===== config.mk =====
export PLATFORM = sky130hd
export DESIGN_NAME = xdma_meta_queue
export DESIGN_NICKNAME = d
export VERILOG_FILES = /design/src/rtl/xdma_pkg.sv /design/src/rtl/xdma_meta_queue_if.sv /design/src/rtl/xdma_meta_fifo.sv /design/src/rtl/xdma_meta_queue.sv
export SDC_FILE = /design/constraint.sdc
export NUM_CORES = 1
export LEC_CHECK = 0
export ABC_AREA = 1
export BUFFER_PORTS_ARGS = -buffer_cell sky130_fd_sc_hd__clkbuf_2
export CAP_MARGIN = 20
export CORE_MARGIN = 4
export CORE_UTILIZATION = 35
export DETAILED_ROUTE_END_ITERATION = 12
export GPL_TIMING_DRIVEN = 0
export PLACE_DENSITY = 0.48
export SLEW_MARGIN = 10
export SYNTH_ARGS = -nofsm -noshare
export SYNTH_HDL_FRONTEND = slang
export SYNTH_SLANG_ARGS = --single-unit

===== constraint.sdc =====
create_clock -name clk_i -period 5.2 [get_ports clk_i]
set_input_delay 1.04 -clock clk_i [delete_from_list [all_inputs] [get_ports clk_i]]
set_output_delay 1.04 -clock clk_i [all_outputs]
set_load 0.005 [all_outputs]

===== src/rtl/xdma_pkg.sv =====
// Shared constants and the queue-entry layout for the XDMA write-metadata queue.
// The struct uses the default widths; parameterised instances store id/len separately.
package xdma_pkg;

  localparam int DefaultDepth    = 4;
  localparam int DefaultIdWidth  = 8;
  localparam int DefaultLenWidth = 16;

  typedef struct packed {
    logic [DefaultIdWidth-1:0]  id;
    logic [DefaultLenWidth-1:0] len;
  } meta_entry_t;

endpackage


===== src/rtl/xdma_meta_queue_if.sv =====
// Request push channel: one {id, len} entry per valid/ready handshake.
interface xdma_meta_queue_if
  import xdma_pkg::*;
#(
  parameter int IdWidth  = DefaultIdWidth,
  parameter int LenWidth = DefaultLenWidth
) ();

  logic                valid;
  logic                ready;
  logic [IdWidth-1:0]  id;
  logic [LenWidth-1:0] len;

  modport master (output valid, output id, output len, input ready);
  modport slave  (input valid, input id, input len, output ready);

endinterface


===== src/rtl/xdma_meta_fifo.sv =====
// In-order storage for outstanding write requests; ready is simply !full,
// so a push is never accepted on the strength of a same-cycle pop.
module xdma_meta_fifo
  import xdma_pkg::*;
#(
  parameter int Depth    = DefaultDepth,
  parameter int IdWidth  = DefaultIdWidth,
  parameter int LenWidth = DefaultLenWidth
) (
  input  logic                clk,
  input  logic                rst,
  xdma_meta_queue_if.slave    push,
  input  logic                pop,
  output logic [IdWidth-1:0]  head_id,
  output logic [LenWidth-1:0] head_len,
  output logic                full,
  output logic                empty
);

  localparam int AddrWidth = $clog2(Depth);

  logic [AddrWidth:0]  wr_ptr;
  logic [AddrWidth:0]  rd_ptr;
  logic [IdWidth-1:0]  id_mem  [Depth];
  logic [LenWidth-1:0] len_mem [Depth];
  logic                do_push;
  logic                do_pop;

  // The extra pointer MSB tells a full queue from an empty one when the indices match.
  assign full  = (wr_ptr[AddrWidth] != rd_ptr[AddrWidth]) &&
                 (wr_ptr[AddrWidth-1:0] == rd_ptr[AddrWidth-1:0]);
  assign empty = (wr_ptr == rd_ptr);

  assign push.ready = !full;
  assign do_push    = push.valid && !full;
  assign do_pop     = pop && !empty;

  assign head_id  = id_mem[rd_ptr[AddrWidth-1:0]];
  assign head_len = len_mem[rd_ptr[AddrWidth-1:0]];

  always_ff @(posedge clk) begin
    if (rst) begin
      wr_ptr <= '0;
      rd_ptr <= '0;
      for (int i = 0; i < Depth; i++) begin
        id_mem[i]  <= '0;
        len_mem[i] <= '0;
      end
    end else begin
      if (do_push) begin
        id_mem[wr_ptr[AddrWidth-1:0]]  <= push.id;
        len_mem[wr_ptr[AddrWidth-1:0]] <= push.len;
        wr_ptr                         <= wr_ptr + (AddrWidth+1)'(1);
      end
      if (do_pop) begin
        rd_ptr <= rd_ptr + (AddrWidth+1)'(1);
      end
    end
  end

endmodule


===== src/rtl/xdma_meta_queue.sv =====
// Tracks outstanding AXI write requests in order and counts W beats against the head,
// pulsing done with the head's DMA ID when its last beat (or a zero-length head) is seen.
module xdma_meta_queue
  import xdma_pkg::*;
#(
  parameter int Depth    = DefaultDepth,
  parameter int IdWidth  = DefaultIdWidth,
  parameter int LenWidth = DefaultLenWidth
) (
  input  logic                       clk_i,
  input  logic                       rst_i,
  input  logic                       req_valid_i,
  output logic                       req_ready_o,
  input  logic [IdWidth-1:0]         req_id_i,
  input  logic [LenWidth-1:0]        req_len_i,
  input  logic                       write_happening_i,
  output logic                       cur_valid_o,
  output logic [IdWidth-1:0]         cur_dma_id_o,
  output logic                       done_o,
  output logic [IdWidth-1:0]         done_id_o,
  output logic [$clog2(Depth+1)-1:0] outstanding_o,
  output logic                       err_o
);

  localparam int CntWidth = $clog2(Depth+1);

  xdma_meta_queue_if #(.IdWidth(IdWidth), .LenWidth(LenWidth)) push_if ();

  logic [IdWidth-1:0]  head_id;
  logic [LenWidth-1:0] head_len;
  logic [LenWidth-1:0] len_last;
  logic [LenWidth-1:0] beat_cnt;
  logic [CntWidth-1:0] outstanding_q;
  logic                full;
  logic                empty;
  logic                head_zero;
  logic                push_acc;
  logic                count_beat;
  logic                orphan_beat;
  logic                done;
  logic                err_q;

  assign push_if.valid = req_valid_i;
  assign push_if.id    = req_id_i;
  assign push_if.len   = req_len_i;

  xdma_meta_fifo #(
    .Depth    (Depth),
    .IdWidth  (IdWidth),
    .LenWidth (LenWidth)
  ) u_fifo (
    .clk      (clk_i),
    .rst      (rst_i),
    .push     (push_if.slave),
    .pop      (done),
    .head_id  (head_id),
    .head_len (head_len),
    .full     (full),
    .empty    (empty)
  );

  // Wraps to the all-ones length naturally for a zero-length head, which is handled separately.
  assign len_last  = head_len - LenWidth'(1);
  assign head_zero = (head_len == '0);
  assign push_acc  = req_valid_i && push_if.ready && !rst_i;

  always_comb begin
    done        = 1'b0;
    count_beat  = 1'b0;
    orphan_beat = 1'b0;
    if (!rst_i) begin
      if (!empty) begin
        done       = head_zero || (write_happening_i && (beat_cnt == len_last));
        count_beat = write_happening_i && !head_zero && !done;
      end
      orphan_beat = write_happening_i && (empty || head_zero);
    end
  end

  always_ff @(posedge clk_i) begin
    if (rst_i) begin
      beat_cnt      <= '0;
      outstanding_q <= '0;
      err_q         <= 1'b0;
    end else begin
      if (done) begin
        beat_cnt <= '0;
      end else if (count_beat) begin
        beat_cnt <= beat_cnt + LenWidth'(1);
      end
      if (orphan_beat) begin
        err_q <= 1'b1;
      end
      case ({push_acc, done})
        2'b10:   outstanding_q <= outstanding_q + CntWidth'(1);
        2'b01:   outstanding_q <= outstanding_q - CntWidth'(1);
        default: outstanding_q <= outstanding_q;
      endcase
    end
  end

  // Every output is forced to zero while reset is held, even before the first reset edge.
  assign req_ready_o   = push_if.ready && !rst_i;
  assign cur_valid_o   = !empty && !rst_i;
  assign cur_dma_id_o  = cur_valid_o ? head_id : '0;
  assign done_o        = done;
  assign done_id_o     = done ? head_id : '0;
  assign outstanding_o = rst_i ? '0 : outstanding_q;
  assign err_o         = err_q && !rst_i;

endmodule


==> reports/results.txt, run 1 <==
Drt first pass iters - 5
P&R area growth vs syn - 18.9%
Clock Tree Root - clkbuf_16
Maximum buffer depth of the clock tree - 2
VDD IR max - 0.225 mV
DR WL/cell - 15.7 um
HP Class - reg -> reg
Grt ovf - 0
Post-synthesis register bit count - 124
Worst-Skew Late Latency - 0.42 ns
Final Cycle Share - 80.3%
Area post-placement - 7220 um^2
Starting density of the core - 36.1%
DRC - 0
Die ar. - 21100 um^2
Synthesized area - 6600 um^2
RSZ-0062 raised after global routing - false
Number of global-route vias before repair - 5360
Inserted Clock Buffers - 17
DIE WIDTH - 145 um
Gp weighted congestion - 0.787
Layout Cells excl Fill - 1102
DR vias - 5321
Crit path max fanout - 7
PwrDens - 339 nW/um^2
N_diodes - 0
Post-synthesis net count - 823
Top cell type's share of synthesized area - 43.7%
Ys Warns - 0
Worst Path Required - 4.16 ns
Min cycle time layout - 4.18 ns
Most frequent cells in the layout - nand2_1, nor2_1, edfxtp_1
Worst clock skew - 0.0144 ns
Placed cell count - 1071
Status - complete, no violations
Type of the worst setup path - reg -> out
Endpoints failing setup - 0
Antenna violations before repair - 0
Post-Synthesis Cells - 789
Commonest non-fill, non-tap cell in the layout - nand2_1
Crit start category - flop
Max-slew violations - 0
Mapped Avg Cell Area - 8.36 um^2
Worst-Margin Slew - 0.823 ns
Post-CTS Setup Bufs - 0
CTS resizes - 0
CTS hold repair buffers - 0
Largest area contributor in the netlist - edfxtp_1
Fraction of layout cells with a size suffix above 1 - 16.8%
Vias per inst - 4.83
CP Capture Type - output pin
Fmax - 239 MHz
Core area - 18300 um^2
Final antenna-violating net count - 0
Post-DP HPWL - 12.6 mm
Total track usage - 17.0%
Arrival @ worst endpoint - 3.14 ns
Die H - 145 um
Total I/O pin count - 51
Worst hold slack - 0.458 ns
CTS clk-pin slew, worst paths - 0.06 ns
Final net count - 895
Top cells by area, synth - edfxtp_1, nand2_1, dfxtp_1, nor2_1, nand3_1
CTS tree - built
Global-route wire length before repair - 28.1 mm
Total negative slack - 0 ns
Design Area, Final - 7840 um^2
Final hold violations - 0
Yosys cell types - 37
Total power - 2.66 mW
H-tree depth - 4
Lkg Pwr - 3.28 nW
Largest net degree at the start of global routing - 17
# clock sinks - 124
Row count - 49
Number of port buffers - 49
Slew HR - 45.0%
Max Cap Viol - 0
DRT iter0 DRCs - 346
Post-synthesis sequential area ratio - 52.2%
Total Routed Length - 17.3 mm
## layout make-up
class | count | area, um^2
fillers | 1878 | 10400
flip-flops and latches | 124 | 3440
multi-input cells | 550 | 2650
clock buffers | 17 | 425
inverters | 88 | 335
repair buffers | 53 | 330
well taps | 229 | 287
clock inverters | 14 | 195
plain buffers | 27 | 181
## stage by stage
step	setup slack (ns)	util, %
finish	1.02	42.9
detailed placement	1.05	39.5
floorplan	1.96	-
CTS	0.955	42.9
global placement	0.867	39.0
global route	0.709	42.9
## per-layer routing
layer	routed length (um)	GRT usage, %	up-vias
li1	-	-	2705
met1	8100	22.3	2471
met2	8420	28.7	129
met3	646	3.62	16
met4	157	4.13	0
met5	0	0	-
## synthesized netlist by cell type
cell type,n
fa_1,1
nand2_4,3
buf_2,4
nand4_1,8
nor4_1,4
xnor2_1,4
o21ai_0,20
nor2_2,6
nand3_2,4
nand3_4,1
nand3b_1,1
o21ai_1,3
nor2_1,146
a32o_1,1
nor2_4,5
a21oi_1,28
buf_6,9
inv_1,81
clkbuf_1,11
nand2_1,197
buf_4,2
clkinv_1,2
a21oi_2,10
inv_4,2
inv_2,3
nand3_1,61
nand2_2,12
or2_2,1
buf_1,1
dfxtp_1,28
nor3_1,7
nand2b_1,1
ha_1,5
xor2_1,18
mux2i_1,2
o21bai_1,1
edfxtp_1,96
## sequential cells by signal (all words and copies together), names as in the netlist, named ones only
name            flops
outstanding_q       3
err_q               1
u_fifo.rd_ptr       3
u_fifo.len_mem     64
beat_cnt           16
u_fifo.wr_ptr       3
u_fifo.id_mem      32
## path summary, 6_finish.rpt
kind	cells after the start	slack (ns)	startpoint	end
max	17	1.02	flop	done_id_o[2]
min	2	0.46	err_q	err_q
min reg2reg	2	0.46	err_q	err_q
max reg2reg	23	1.45	flop	outstanding_q[2]
## report_power, final
group          leakage [nW]  switching, mW  total (mW)  internal (mW)
clock                 0.297          0.452        1.25          0.802
sequential             1.22         0.0161        1.15           1.13
combinational          1.76          0.175       0.255         0.0798
total                  3.28          0.643        2.66           2.02
## kinds of logic after synthesis
logic type               synth area share, %
AO/OA/AOI/OAI                           5.46
XOR/XNOR                                2.92
adder cells (fa/ha/maj)                 1.25
buffers and inverters                   7.83
flip-flops                              52.2
multiplexers                           0.303
AND/OR/NAND/NOR                         30.1
## worst max-delay path, cell delays in order, from the launching register on
cell	delay, ns
dfxtp_1	0.47
inv_2	0.14
nand3_1	0.15
nand2_1	0.13
ha_1	0.33
xnor2_1	0.12
nor2_1	0.09
nand3_1	0.09
nor2_1	0.12
nand2_1	0.07
nor2_1	0.10
nand3_1	0.10
nor2_2	0.13
nand3_4	0.13
nand2_4	0.11
inv_1	0.16
nor2_1	0.14
clkbuf_2	0.12
Note: power is estimated with default switching activity, not from simulation.
==> run 2, diff against run 1 <==
==> constraint.sdc (replaced) <==
create_clock -name clk_i -period 3.9 [get_ports clk_i]
set_input_delay 0.78 -clock clk_i [delete_from_list [all_inputs] [get_ports clk_i]]
set_output_delay 0.78 -clock clk_i [all_outputs]
set_load 0.005 [all_outputs]
==> run 2 against run 1 <==
Compared with the run above:
- register-to-register slack got worse by 1.1 ns
- sequential power up 33%
- clock power increased by 34%
- sequential share of layout area is 1.5 points lower
- flip-flop and latch count unchanged
- die area stayed put
- global-route usage hardly changed
==> reports/results.txt, run 2 (synthesis gave the netlist of run 1 again) <==
Status - complete, no violations
Endpoints failing setup - 0 (unchanged)
DIE WIDTH - 145 um (unchanged)
Crit path max fanout - 10 (+3)
Global-route wire length before repair - 28.2 mm (+0.25%)
Antenna violations before repair - 0 (unchanged)
Grt ovf - 0 (unchanged)
Largest net degree at the start of global routing - 17 (unchanged)
Row count - 49 (unchanged)
Drt first pass iters - 5 (unchanged)
Worst-Margin Slew - 0.729 ns (-0.0935 ns)
Lkg Pwr - 3.40 nW (+3.5%)
DRC - 0 (unchanged)
Slew HR - 51.4% (+6.4 points)
Core area - 18300 um^2 (unchanged)
Total I/O pin count - 51 (unchanged)
Largest register FFs - 64 (unchanged)
Post-DP HPWL - 12.6 mm (unchanged)
PwrDens - 440 nW/um^2 (+30%)
Min cycle time layout - 3.75 ns
CTS hold repair buffers - 0 (unchanged)
Layout Cells excl Fill - 1116 (+1.3%)
Placed cell count - 1071 (unchanged)
Die ar. - 21100 um^2 (unchanged)
DR vias - 5415 (+1.8%)
CP Capture Type - output pin
Most used cell, CP - nand2_1
DRT iter0 DRCs - 342 (-1.2%)
Crit-path slowest cell - dfxtp_2
Worst-Skew Late Latency - 0.42 ns (about the same)
Largest Register - u_fifo.len_mem
# clock sinks - 124 (unchanged)
Max-slew violations - 0 (unchanged)
Most frequent cells in the layout - nand2_1, nor2_1, edfxtp_1
Type of the worst setup path - reg -> out
Arrival @ worst endpoint - 2.97 ns (-0.17 ns)
Vias per inst - 4.85 (+0.49%)
CTS clk-pin slew, worst paths - 0.06 ns (about the same)
Worst clock skew - 0.0105 ns (-0.00391 ns)
Gp weighted congestion - 0.787 (unchanged)
Commonest non-fill, non-tap cell in the layout - nand2_1
Crit start category - flop
Final net count - 909 (+1.6%)
Post-layout util - 44.5% (+1.5 points)
Fraction of layout cells with a size suffix above 1 - 21.4% (+4.6 points)
H-tree depth - 4 (unchanged)
Crit path buf inv count - 7 (+4)
Number of port buffers - 49 (unchanged)
Final Cycle Share - 96.3%
Die H - 145 um (unchanged)
Maximum buffer depth of the clock tree - 2 (unchanged)
Final antenna-violating net count - 0 (unchanged)
Top Family by Delay on Critical Path - simple AND/OR/NAND/NOR gates
VDD IR max - 0.321 mV (+43%)
Total track usage - 17.0% (+0.040 points)
Crit-path cells - buf_6, inv_8, buf_8, buf_6, buf_8, nand2_2, nand3_2, nand2_4, nand2_1, nor2_1, nand2_1, nor2_4, xnor2_2, nand2_1, nor2_2, nand3_4, nand2_4, clkinvlp_4, nor2_1, buf_2
RSZ-0062 raised after global routing - true
CTS tree - built
Slowest stage delay, CP - 0.32 ns (-0.15 ns)
HP Class - reg -> reg
Clock Tree Root - clkbuf_16
Worst Path Required - 3.12 ns (-1.04 ns)
P&R area growth vs syn - 23.1%
Final hold violations - 0 (unchanged)
Total Routed Length - 17.6 mm (+1.5%)
Max Cap Viol - 0 (unchanged)
Starting density of the core - 36.1% (unchanged)
N_diodes - 0 (unchanged)
Inserted Clock Buffers - 17 (unchanged)
Fmax - 266 MHz
DR WL/cell - 15.8 um (+0.23%)
Number of global-route vias before repair - 5367 (+0.13%)
Top Registers - u_fifo.len_mem (64), u_fifo.id_mem (32), beat_cnt (16)
[run 2: cell type report]
type	count	area (um^2)
Buffer	27	204
Clock buffer	17	425
Clock inverter	14	195
Fill cell	1863	10100
Inverter	88	344
Multi-Input combinational cell	550	2780
Sequential cell	124	3450
Tap cell	229	287
Timing Repair Buffer	67	439
[run 2: tightest hold or removal path, stage by stage (launching register included)]
cell and delay, ns:
dfxtp_1 0.29, inv_1 0.06, a21oi_1 0.06
[run 2: power by group]
group | switching, mW | leakage, nW | total (mW) | internal (mW)
clock | 0.609 | 0.297 | 1.68 | 1.07
sequential | 0.0220 | 1.22 | 1.53 | 1.51
combinational | 0.242 | 1.88 | 0.362 | 0.120
total | 0.873 | 3.40 | 3.57 | 2.70
[run 2: final timing paths]
kind / start / endpoint / slack (ns) / cells past startpoint
max: flop / done_id_o[5] / 0.15 / 20
min: err_q / err_q / 0.46 / 2
max reg2reg: flop / outstanding_q[2] / 0.37 / 26
min reg2reg: err_q / err_q / 0.46 / 2
[run 2: layer usage]
layer | wire length, um | up-vias | GRT usage [%]
li1 | - | 2728 | -
met1 | 8090 | 2554 | 22.4
met2 | 8570 | 114 | 28.7
met3 | 729 | 19 | 3.62
met4 | 196 | 0 | 4.18
met5 | 0 | - | 0
[run 2: repair_timing]
action / CTS / global route
setup endpoints to repair: 9 / 28
buffers inserted: 5 / 9
resized for setup: 7 / 44
cloned: 0 / 0
pin swaps: 5 / 25
[run 2: per-stage QoR]
stage                     hold slack [ns]  total power, mW  TNS [ns]  area [um^2]  setup slack, ns
after global placement              0.449             1.88     -8.66         7130           -0.173
after detailed placement            0.456             1.90         0         7220          0.00572
after floorplan                     0.436             1.78         0         6600            0.655
after global routing                0.502             3.72    -0.518         8120          -0.0820
final                               0.458             3.57         0         8120            0.146
after CTS                           0.465             3.59         0         7910          0.00148
